===== src/rtl/i2c_fifo_ctrl_if.sv =====
`default_nettype none
// ============================================================================
//  Module   : i2c_fifo_ctrl_if
//  Brief    : Bus bundle between the FIFO block, the APB register side and
//             the I2C bit/byte engine.
//  Revision : 1.0
// ============================================================================
interface i2c_fifo_ctrl_if #(
    parameter int AW  = 4,
    parameter int TXW = 10,
    parameter int RXW = 8
);
    // TX side: APB pushes, engine pops
    logic           tx_fifo_wr;
    logic [TXW-1:0] tx_fifo_wdat;
    logic [AW:0]    tx_fifo_ocy;
    logic           tx_rd;
    logic [TXW-1:0] tx_rdat;
    logic           tx_empty;
    logic           tx_full;
    logic           tx_half;
    logic           tx_ovf;

    // RX side: engine pushes, APB pops
    logic           rx_wr;
    logic [RXW-1:0] rx_wdat;
    logic [AW:0]    rx_fifo_ocy;
    logic           rx_fifo_rd;
    logic [RXW-1:0] rx_fifo_rdat;
    logic [AW:0]    rx_fifo_pirq;
    logic           rx_empty;
    logic           rx_full;
    logic           rx_thr;
    logic           rx_ovf;
    logic           rx_udf;

    modport slave (
        input  tx_fifo_wr, tx_fifo_wdat, tx_rd,
        input  rx_wr, rx_wdat, rx_fifo_rd, rx_fifo_pirq,
        output tx_fifo_ocy, tx_rdat, tx_empty, tx_full, tx_half, tx_ovf,
        output rx_fifo_ocy, rx_fifo_rdat, rx_empty, rx_full, rx_thr,
        output rx_ovf, rx_udf
    );

    modport master (
        output tx_fifo_wr, tx_fifo_wdat, tx_rd,
        output rx_wr, rx_wdat, rx_fifo_rd, rx_fifo_pirq,
        input  tx_fifo_ocy, tx_rdat, tx_empty, tx_full, tx_half, tx_ovf,
        input  rx_fifo_ocy, rx_fifo_rdat, rx_empty, rx_full, rx_thr,
        input  rx_ovf, rx_udf
    );
endinterface
`default_nettype wire


===== src/rtl/i2c_fifo_ctrl.sv =====
`default_nettype none
// ============================================================================
//  Module   : i2c_fifo_ctrl
//  Brief    : Dual first-word-fall-through FIFOs (TX and RX) with occupancy,
//             level flags and registered overflow/underflow event pulses.
//  Revision : 1.0
// ============================================================================
module i2c_fifo_ctrl #(
    parameter int AW  = 4,
    parameter int TXW = 10,
    parameter int RXW = 8
) (
    input  wire logic          clk,
    input  wire logic          rstn,
    input  wire logic          srstn,
    i2c_fifo_ctrl_if.slave     bus
);
    localparam int          c_DEPTH   = 1 << AW;
    localparam logic [AW:0] c_DEPTH_V = {1'b1, {AW{1'b0}}};
    localparam logic [AW:0] c_HALF_V  = c_DEPTH_V >> 1;
    localparam logic [AW:0] c_OCY_ONE = (AW+1)'(1);
    localparam logic [AW-1:0] c_PTR_ONE = AW'(1);

    // ------------------------------------------------------------------
    // Storage (not reset)
    // ------------------------------------------------------------------
    logic [TXW-1:0] tx_mem_q [c_DEPTH];
    logic [RXW-1:0] rx_mem_q [c_DEPTH];

    // ------------------------------------------------------------------
    // Control state
    // ------------------------------------------------------------------
    logic [AW-1:0] tx_wptr_q, tx_wptr_d;
    logic [AW-1:0] tx_rptr_q, tx_rptr_d;
    logic [AW:0]   tx_ocy_q,  tx_ocy_d;
    logic          tx_ovf_q,  tx_ovf_d;

    logic [AW-1:0] rx_wptr_q, rx_wptr_d;
    logic [AW-1:0] rx_rptr_q, rx_rptr_d;
    logic [AW:0]   rx_ocy_q,  rx_ocy_d;
    logic          rx_ovf_q,  rx_ovf_d;
    logic          rx_udf_q,  rx_udf_d;

    logic w_tx_empty, w_tx_full, w_tx_pop, w_tx_push;
    logic w_rx_empty, w_rx_full, w_rx_pop, w_rx_push;

    assign w_tx_empty = (tx_ocy_q == '0);
    assign w_tx_full  = (tx_ocy_q == c_DEPTH_V);
    assign w_rx_empty = (rx_ocy_q == '0);
    assign w_rx_full  = (rx_ocy_q == c_DEPTH_V);

    // A pop frees a slot in the same edge, so push-while-full is legal
    // whenever a real pop accompanies it. Soft reset masks both actions.
    assign w_tx_pop  = srstn & bus.tx_rd & ~w_tx_empty;
    assign w_tx_push = srstn & bus.tx_fifo_wr & (~w_tx_full | w_tx_pop);
    assign w_rx_pop  = srstn & bus.rx_fifo_rd & ~w_rx_empty;
    assign w_rx_push = srstn & bus.rx_wr & (~w_rx_full | w_rx_pop);

    always_comb begin
        tx_wptr_d = tx_wptr_q;
        tx_rptr_d = tx_rptr_q;
        tx_ocy_d  = tx_ocy_q;
        tx_ovf_d  = 1'b0;
        rx_wptr_d = rx_wptr_q;
        rx_rptr_d = rx_rptr_q;
        rx_ocy_d  = rx_ocy_q;
        rx_ovf_d  = 1'b0;
        rx_udf_d  = 1'b0;

        if (!srstn) begin
            tx_wptr_d = '0;
            tx_rptr_d = '0;
            tx_ocy_d  = '0;
            rx_wptr_d = '0;
            rx_rptr_d = '0;
            rx_ocy_d  = '0;
        end else begin
            if (w_tx_push) tx_wptr_d = tx_wptr_q + c_PTR_ONE;
            if (w_tx_pop)  tx_rptr_d = tx_rptr_q + c_PTR_ONE;
            case ({w_tx_push, w_tx_pop})
                2'b10:   tx_ocy_d = tx_ocy_q + c_OCY_ONE;
                2'b01:   tx_ocy_d = tx_ocy_q - c_OCY_ONE;
                default: tx_ocy_d = tx_ocy_q;
            endcase
            tx_ovf_d = bus.tx_fifo_wr & ~w_tx_push;

            if (w_rx_push) rx_wptr_d = rx_wptr_q + c_PTR_ONE;
            if (w_rx_pop)  rx_rptr_d = rx_rptr_q + c_PTR_ONE;
            case ({w_rx_push, w_rx_pop})
                2'b10:   rx_ocy_d = rx_ocy_q + c_OCY_ONE;
                2'b01:   rx_ocy_d = rx_ocy_q - c_OCY_ONE;
                default: rx_ocy_d = rx_ocy_q;
            endcase
            rx_ovf_d = bus.rx_wr & ~w_rx_push;
            rx_udf_d = bus.rx_fifo_rd & w_rx_empty;
        end
    end

    always_ff @(posedge clk or negedge rstn) begin
        if (!rstn) begin
            tx_wptr_q <= '0;
            tx_rptr_q <= '0;
            tx_ocy_q  <= '0;
            tx_ovf_q  <= 1'b0;
            rx_wptr_q <= '0;
            rx_rptr_q <= '0;
            rx_ocy_q  <= '0;
            rx_ovf_q  <= 1'b0;
            rx_udf_q  <= 1'b0;
        end else begin
            tx_wptr_q <= tx_wptr_d;
            tx_rptr_q <= tx_rptr_d;
            tx_ocy_q  <= tx_ocy_d;
            tx_ovf_q  <= tx_ovf_d;
            rx_wptr_q <= rx_wptr_d;
            rx_rptr_q <= rx_rptr_d;
            rx_ocy_q  <= rx_ocy_d;
            rx_ovf_q  <= rx_ovf_d;
            rx_udf_q  <= rx_udf_d;
        end
    end

    always_ff @(posedge clk) begin
        if (w_tx_push) tx_mem_q[tx_wptr_q] <= bus.tx_fifo_wdat;
        if (w_rx_push) rx_mem_q[rx_wptr_q] <= bus.rx_wdat;
    end

    // ------------------------------------------------------------------
    // Outputs
    // ------------------------------------------------------------------
    assign bus.tx_fifo_ocy  = tx_ocy_q;
    assign bus.tx_rdat      = tx_mem_q[tx_rptr_q];
    assign bus.tx_empty     = w_tx_empty;
    assign bus.tx_full      = w_tx_full;
    assign bus.tx_half      = (tx_ocy_q <= c_HALF_V);
    assign bus.tx_ovf       = tx_ovf_q;

    assign bus.rx_fifo_ocy  = rx_ocy_q;
    assign bus.rx_fifo_rdat = rx_mem_q[rx_rptr_q];
    assign bus.rx_empty     = w_rx_empty;
    assign bus.rx_full      = w_rx_full;
    assign bus.rx_thr       = (rx_ocy_q > bus.rx_fifo_pirq);
    assign bus.rx_ovf       = rx_ovf_q;
    assign bus.rx_udf       = rx_udf_q;
endmodule
`default_nettype wire


===== src/flat_wrapper.sv =====
// flat-port wrapper written by rule: the top's interface ports become plain ports
module i2c_fifo_ctrl_flat 
#(
    parameter int AW  = 4,
    parameter int TXW = 10,
    parameter int RXW = 8
)
  (clk, rstn, srstn, bus_tx_fifo_wr, bus_tx_fifo_wdat, bus_tx_rd, bus_rx_wr, bus_rx_wdat, bus_rx_fifo_rd, bus_rx_fifo_pirq, bus_tx_fifo_ocy, bus_tx_rdat, bus_tx_empty, bus_tx_full, bus_tx_half, bus_tx_ovf, bus_rx_fifo_ocy, bus_rx_fifo_rdat, bus_rx_empty, bus_rx_full, bus_rx_thr, bus_rx_ovf, bus_rx_udf);
  i2c_fifo_ctrl_if #(.AW(AW), .TXW(TXW), .RXW(RXW)) bus_i ();
  input  wire logic clk;
  input  wire logic rstn;
  input  wire logic srstn;
  input wire logic [$bits(bus_i.tx_fifo_wr)-1:0] bus_tx_fifo_wr;
  input wire logic [$bits(bus_i.tx_fifo_wdat)-1:0] bus_tx_fifo_wdat;
  input wire logic [$bits(bus_i.tx_rd)-1:0] bus_tx_rd;
  input wire logic [$bits(bus_i.rx_wr)-1:0] bus_rx_wr;
  input wire logic [$bits(bus_i.rx_wdat)-1:0] bus_rx_wdat;
  input wire logic [$bits(bus_i.rx_fifo_rd)-1:0] bus_rx_fifo_rd;
  input wire logic [$bits(bus_i.rx_fifo_pirq)-1:0] bus_rx_fifo_pirq;
  output wire logic [$bits(bus_i.tx_fifo_ocy)-1:0] bus_tx_fifo_ocy;
  output wire logic [$bits(bus_i.tx_rdat)-1:0] bus_tx_rdat;
  output wire logic [$bits(bus_i.tx_empty)-1:0] bus_tx_empty;
  output wire logic [$bits(bus_i.tx_full)-1:0] bus_tx_full;
  output wire logic [$bits(bus_i.tx_half)-1:0] bus_tx_half;
  output wire logic [$bits(bus_i.tx_ovf)-1:0] bus_tx_ovf;
  output wire logic [$bits(bus_i.rx_fifo_ocy)-1:0] bus_rx_fifo_ocy;
  output wire logic [$bits(bus_i.rx_fifo_rdat)-1:0] bus_rx_fifo_rdat;
  output wire logic [$bits(bus_i.rx_empty)-1:0] bus_rx_empty;
  output wire logic [$bits(bus_i.rx_full)-1:0] bus_rx_full;
  output wire logic [$bits(bus_i.rx_thr)-1:0] bus_rx_thr;
  output wire logic [$bits(bus_i.rx_ovf)-1:0] bus_rx_ovf;
  output wire logic [$bits(bus_i.rx_udf)-1:0] bus_rx_udf;
  assign bus_i.tx_fifo_wr = bus_tx_fifo_wr;
  assign bus_i.tx_fifo_wdat = bus_tx_fifo_wdat;
  assign bus_i.tx_rd = bus_tx_rd;
  assign bus_i.rx_wr = bus_rx_wr;
  assign bus_i.rx_wdat = bus_rx_wdat;
  assign bus_i.rx_fifo_rd = bus_rx_fifo_rd;
  assign bus_i.rx_fifo_pirq = bus_rx_fifo_pirq;
  assign bus_tx_fifo_ocy = bus_i.tx_fifo_ocy;
  assign bus_tx_rdat = bus_i.tx_rdat;
  assign bus_tx_empty = bus_i.tx_empty;
  assign bus_tx_full = bus_i.tx_full;
  assign bus_tx_half = bus_i.tx_half;
  assign bus_tx_ovf = bus_i.tx_ovf;
  assign bus_rx_fifo_ocy = bus_i.rx_fifo_ocy;
  assign bus_rx_fifo_rdat = bus_i.rx_fifo_rdat;
  assign bus_rx_empty = bus_i.rx_empty;
  assign bus_rx_full = bus_i.rx_full;
  assign bus_rx_thr = bus_i.rx_thr;
  assign bus_rx_ovf = bus_i.rx_ovf;
  assign bus_rx_udf = bus_i.rx_udf;
  i2c_fifo_ctrl #(.AW(AW), .TXW(TXW), .RXW(RXW)) u_core (.clk(clk), .rstn(rstn), .srstn(srstn), .bus(bus_i));
endmodule

===== config.mk =====
export PLATFORM = sky130hd
export DESIGN_NAME = i2c_fifo_ctrl_flat
export DESIGN_NICKNAME = d
export VERILOG_FILES = /design/src/rtl/i2c_fifo_ctrl_if.sv /design/src/rtl/i2c_fifo_ctrl.sv /design/src/flat_wrapper.sv
export SDC_FILE = /design/constraint.sdc
export NUM_CORES = 1
export LEC_CHECK = 0
export CORE_MARGIN = 8
export CORE_UTILIZATION = 56
export CTS_BUF_LIST = sky130_fd_sc_hd__clkbuf_2
export DETAILED_ROUTE_END_ITERATION = 10
export GPL_TIMING_DRIVEN = 0
export PLACE_DENSITY = 0.78
export REMOVE_ABC_BUFFERS = 1
export SYNTH_ARGS = -nofsm -noshare
export SYNTH_HDL_FRONTEND = slang
export SYNTH_SLANG_ARGS = --single-unit
export TNS_END_PERCENT = 5

===== constraint.sdc =====
create_clock -name clk -period 3 [get_ports clk]
set_clock_uncertainty 0.15 [all_clocks]
set_input_delay 0.6 -clock clk [delete_from_list [all_inputs] [get_ports clk]]
set_output_delay 0.6 -clock clk [all_outputs]
set_load 0.005 [all_outputs]

==> impl_metrics.ini <==
[sta]
fmax_mhz = 278.8
tightest_slew_ns = 0.8942
layout_setup_ws_ns = -0.5866
rsz0062_at_grt = true
hold_viol_final = 0
final-setup-viol-count = 22
post-route-min-period_ns = 3.587
final.setup.tns_ns = -9.769
slew-limit-headroom = 0.4039
timing.final.crit_share = 1.196
drv_slew = 0

[finish]
fin_util = 0.6738
fill_cells = 1471
syn2layout_area_growth_pct = 18.78
fin_nets = 938
fin_cells = 1271
drive_above_1_share = 0.3368

[die]
die-area_um2 = 28810
start_util = 0.5672
coreArea_um2 = 23330
die_w_um = 169.7
num_rows = 56
die_y_um = 169.7
pin_count = 67

[critical_path]
cp.arrival_ns = 2.84
worstSetupPathType = reg2out
cpPeakStageDelay_ns = 0.56
cp_max_fo = 7
slowest_stage = mux4_1
timing.critical_path.cells = buf_4 > buf_12 > mux4_1 > mux4_2 > buf_2
cp.required_ns = 2.25
end_kind = output port
critPathLaunchType = register

[grt]
grt-ovfl-total = 0
grt_usage = 0.2123
grt_max_degree = 35
grt_pass1_vias = 8021
grt_pass1_wl_um = 45580
antenna_found_initial = 2

[clock_network]
cts.clk_slew.worst_paths_ns = 0.11
insertion_delay_ns = 0.88
cts-htree-levels = 3
clock_sinks = 317
cts_tree = done
numCtsBuffers = 78
cts_root_buffer = clkbuf_2
clockBufferDepth = 3

[synth]
async_reset_ff_frac = 0.09148
syn_area_um2 = 13240
yosysWarnings = 0
synth_edf_count = 288
ys_ff_latch = 317
postSynthCellCount = 728
synth_cell_types = 49
ys.flop_type = edfxtp_1
yosysSeqAreaShare = 0.7083
avgSynthCellArea_um2 = 18.18

[status]
outcome = complete, but fails checks
violations = negative setup slack

[placement]
gp_congestion = 0.7925
dpl.hpwl_um = 16560
placed_cells = 1087
port_buffers = 66

[detailed_routing]
wire_per_inst_um = 23.94
wl_um = 30430
drc = 0
antenna_left = 0
drt_iter0_markers = 640
dr.pass1.iters = 5
via_per_inst = 5.950
route.vias.total = 7562

[run]
drv_cap = 0

[power_and_ir_drop]
power_density_nw_per_um2 = 716.4
ir_worst_vdd_v = 0.0004529
intPower_mw = 7.947
switching_share = 0.2944
pwr-share-comb = 0.271
pwr-share-seq = 0.458
p_clk_frac = 0.270
switching_power_mw = 3.316
leakage_nw = 5.469

[hold_path]
hp-class = in2async
==> worst paths after layout <==
kind                                                       start                                     to  slack [ns]  depth (start not counted)
setup / recovery                 u_core.tx_rptr_q[0]$_DFFE_PN0P_                         bus_tx_rdat[5]       -0.59                          5
hold / removal                                              rstn        u_core.tx_wptr_q[1]$_DFFE_PN0P_        0.15                          2
setup reg to reg           u_core.bus.tx_fifo_ocy[1]$_DFFE_PN0P_  u_core.bus.tx_fifo_ocy[4]$_DFFE_PN0P_       -0.18                         10
hold reg to reg                  u_core.tx_wptr_q[0]$_DFFE_PN0P_        u_core.tx_wptr_q[3]$_DFFE_PN0P_        0.46                          2
max in group asynchronous                                   rstn        u_core.rx_rptr_q[0]$_DFFE_PN0P_        1.98                          2
min in group clk                                           srstn        u_core.tx_wptr_q[3]$_DFFE_PN0P_        0.22                          3
==> layout make-up <==
type	instances	area, µm²	area share
Antenna cell	2	5.005	0.0003183
Clock buffer	108	540.5	0.03438
Clock inverter	37	242.7	0.01544
Inverter	28	105.1	0.006685
Multi-Input combinational cell	347	3745	0.2382
Sequential cell	317	9387	0.5971
Tap cell	319	399.1	0.02539
Timing Repair Buffer	113	1297	0.08253
==> synth_stat cells (all sizes together), types with 3 or more instances <==
master    n  area share
mux4     66        0.12
nor3      6      0.0023
nor4      6      0.0040
mux2i    34       0.026
nand3    14      0.0053
mux2      9      0.0077
xnor2     8      0.0053
edfxtp  288        0.65
o21ai    25      0.0097
nand3b    3      0.0017
buf      19       0.011
a21oi    15      0.0057
clkbuf   17      0.0048
and2     17      0.0080
ha       21       0.020
a21boi    3      0.0017
or3b      3      0.0020
dfrtp    29       0.055
a22oi     8      0.0045
o21a      3      0.0017
inv      28      0.0079
nand2b    6      0.0028
nor3b     4      0.0023
a221oi    8      0.0053
nor2     24      0.0068
nand2    36       0.010
nor2b     8      0.0038
xor2      4      0.0026
==> layer usage <==
| metal | track usage | share of wire | vias up |
|---|---|---|---|
| li1 | - | - | 3269 |
| met4 | 0.09581 | 0.030 | 0 |
| met5 | 0 | 0 | - |
| met3 | 0.06094 | 0.093 | 69 |
| met1 | 0.2497 | 0.36 | 3777 |
| met2 | 0.3585 | 0.52 | 447 |
==> power by group through the flow <==
| stage | clock network [mW] | logic [mW] | registers, mW |
|---|---|---|---|
| global route | 3.34 | 3.24 | 5.19 |
| CTS | 3.08 | 2.95 | 5.15 |
| detailed placement | 0 | 2.05 | 5.44 |
| finish | 3.04 | 3.06 | 5.16 |
| floorplan | 0 | 1.28 | 5.36 |
| global placement | 0 | 1.95 | 5.46 |
==> layout by cell type (no fill, tap or decap), types with 11 or more instances in the layout <==
cell type | synthesis | routed
a21oi_1 | 15 | 13
and2_1 | 17 | 16
buf_2 | 10 | 15
buf_4 | 2 | 16
buf_6 | 5 | 12
clkbuf_2 | 0 | 109
clkdlybuf4s50_1 | 0 | 42
clkinv_1 | 0 | 24
dfrtp_1 | 29 | 21
edfxtp_1 | 288 | 288
ha_1 | 21 | 19
inv_1 | 28 | 25
mux2i_1 | 34 | 33
mux4_2 | 46 | 60
nand2_1 | 36 | 34
nand3_1 | 14 | 14
nor2_1 | 24 | 13
nor2_2 | 0 | 11
==> cell families (layout without fill, tap and decap cells) <==
| logic type | count (synthesis) | count (layout) | share of synthesized area |
|---|---|---|---|
| adders and majority gates | 23 | 23 | 0.02288 |
| and+or+nand+nor | 132 | 132 | 0.05190 |
| DFF | 317 | 317 | 0.7083 |
| AOI/OAI and AO/OA | 71 | 71 | 0.03432 |
| other | 0 | 2 | 0 |
| buffers and inverters | 64 | 286 | 0.02335 |
| muxes | 109 | 109 | 0.1514 |
| xor gates and xnor gates | 12 | 12 | 0.007941 |
==> per-stage QoR <==
stage	worst slack [ns]	cell area [µm²]	power, mW	hold WS [ns]
final	-0.5866	15720	11.26	0.1545
after global routing	-0.6930	15720	11.77	0.1628
after CTS	-0.6450	15650	11.18	0.2713
after detailed placement	-1.380	14250	7.488	0.4643
after global placement	-1.828	14090	7.411	0.4357
after floorplan	-0.4307	13030	6.632	0.1544
==> critical path, delay by kind of cell (launching register included) <==
| kind | cells | cell delay, ns |
|---|---|---|
| muxes | 2 | 1.05 |
| DFF | 1 | 0.47 |
| buffers and inverters | 3 | 0.44 |
==> registers in the layout (all words and copies together) (netlist names) <==
| name | cells |
|---|---|
| u_core.bus.rx_udf | 1 |
| u_core.tx_wptr_q | 4 |
| u_core.bus.rx_ovf | 1 |
| u_core.rx_rptr_q | 4 |
| u_core.tx_rptr_q | 4 |
| u_core.bus.rx_fifo_ocy | 5 |
| u_core.tx_mem_q | 160 |
| u_core.bus.tx_ovf | 1 |
| u_core.rx_wptr_q | 4 |
| u_core.rx_mem_q | 128 |
| u_core.bus.tx_fifo_ocy | 5 |
==> repair_timing <==
action	CTS	global route
gates resized for setup	142	28
endpoints found under the hold margin	0	29
gates cloned	7	0
hold buffers	0	1
pin swaps	19	12
endpoints found under the setup margin	154	90
setup buffers	27	2
Note: power is estimated with default switching activity, not from simulation.
==> edit: new RTL, config.mk and constraints unchanged <==
Make the reset (`rstn`) synchronous in one clocked block.
--- a/src/rtl/i2c_fifo_ctrl.sv
+++ b/src/rtl/i2c_fifo_ctrl.sv
@@ -96,7 +96,7 @@
         end
     end
 
-    always_ff @(posedge clk or negedge rstn) begin
+    always_ff @(posedge clk) begin
         if (!rstn) begin
             tx_wptr_q <= '0;
             tx_rptr_q <= '0;
Function: differs if rstn is asserted again (counterexample within 4 cycles, from zero or initial values and one cycle with rstn low); with rstn held inactive, the same outputs for 4 cycles.
==> edit against the unedited design <==
- the flow still finishes with violations (negative setup slack)
- worst setup slack better by 0.29 ns
- cell area down 0.97%
- highest routed layer unchanged
- critical endpoint is now bus_tx_rdat[9]
- die area down 0.77%
- count of clock-buffer cells in the layout up 7
- sequential cell count up 8
- synthesized area down 0.85%
- via count down 0.75%
- wire length down 3.6%
Power is not compared: it rests on default switching activity, and its combinational part moved more than twofold at a synthesized area within 25%.
==> edit: results (changes against the unedited design) <==
==============================================================================
Tightest Hold Check Type                                            reg -> reg
Final WS setup                                                       -0.298 ns   +0.288 ns
Antenna violations before repair                                             1   -1
Portion of netlist area occupied by mux cells                            12.6%   -2.5 points
Slew headroom                                                            25.8%   -15 points
Later-pin clock latency in the skew report                             0.85 ns   -0.03 ns
Average via count per standard cell                                       5.93   -0.28%
Worst path slowest cell                                                 mux4_2
First-pass GRT wire length                                            45400 um   -0.39%
# nets final                                                               939   +0.11%
Depth of the worst register-to-register path                                 9   -1
# Post-CTS Setup Buffers                                                    21   -22%
Area used by sequential logic in the layout                          9420 um^2   +0.37%
Unique masters post-synth                                                   51   +4.1%
R2R Setup Slk                                                         -0.28 ns   -0.10 ns
Violated checks                                                   negative setup slack
Final antenna diode count                                                    1   -1
Largest net degree at the start of global routing                           33   -5.7%
Sum of met3 wire segment lengths after detailed routing                1950 um   -32%
Buffers, non-clock                                                         101   -11%
Final sequential cell count                                                325   +2.5%
Setup violators final                                                       43   +95%
Multi-input logic cell count                                               355   +2.3%
Length of routed met2 wiring                                          15800 um   +0.43%
Async set-reset flop share out of synthesis                                 0%   -9.1 points
Clock network contribution to total cell area                            4.85%   -0.13 points
Area of combinational cells with multiple inputs                     3760 um^2   +0.40%
Critical Path Fanout Max                                                     6   -1
Vias in the first global route                                            7969   -0.65%
Cell area reported after detailed placement                         14200 um^2   -0.61%
Total of fill cells in the finished design                                1550   +5.4%
Share of the synthesized area in compound gates (AO/OA/AOI/OAI)          4.97%   +1.5 points
Worst stage delay on the critical path                                 0.50 ns   -0.06 ns
Result of the run                                                 finished, violations left
Number of signal-net inverters in the final layout                          23   -18%
Reg-to-Reg Start                                                  u_core.bus.tx_fifo_ocy[0]$_SDFFE_PN0P_
==============================================================================
-- edit: layer usage --
metal  GRT usage, %  up-vias
met4           7.35        0
met3           4.47       63
met5              0        -
li1               -     3336
met1           24.5     3775
met2           37.7      331
-- edit: metrics by stage --
step           instances  utilization [%]  TNS, ns  hold slack (ns)
6_report            1265             66.9    -5.77            0.355
5_1_grt             1265             66.9    -9.46            0.364
4_1_cts             1263             66.8    -6.06            0.338
3_5_place_dp        1096             60.9  -134.87            0.337
3_3_place_gp        1088             60.3  -179.95            0.327
2_1_floorplan        703                -    -4.98            0.309
-- edit: worst register-to-register path, delay by kind of cell, from the launching register on --
family	cells	cell delay, ns
AO/OA/AOI/OAI	3	1.18
AND/OR/NAND/NOR	4	1.03
flip-flops	1	0.39
adder cells (fa/ha/maj)	1	0.34
buffers and inverters	1	0.08
-- edit: report_power, final --
group	switching, mW	internal (mW)	total [mW]
clock	1.77	1.22	2.99
sequential	0.0125	4.93	4.94
combinational	0.169	0.121	0.290
total	1.95	6.27	8.22
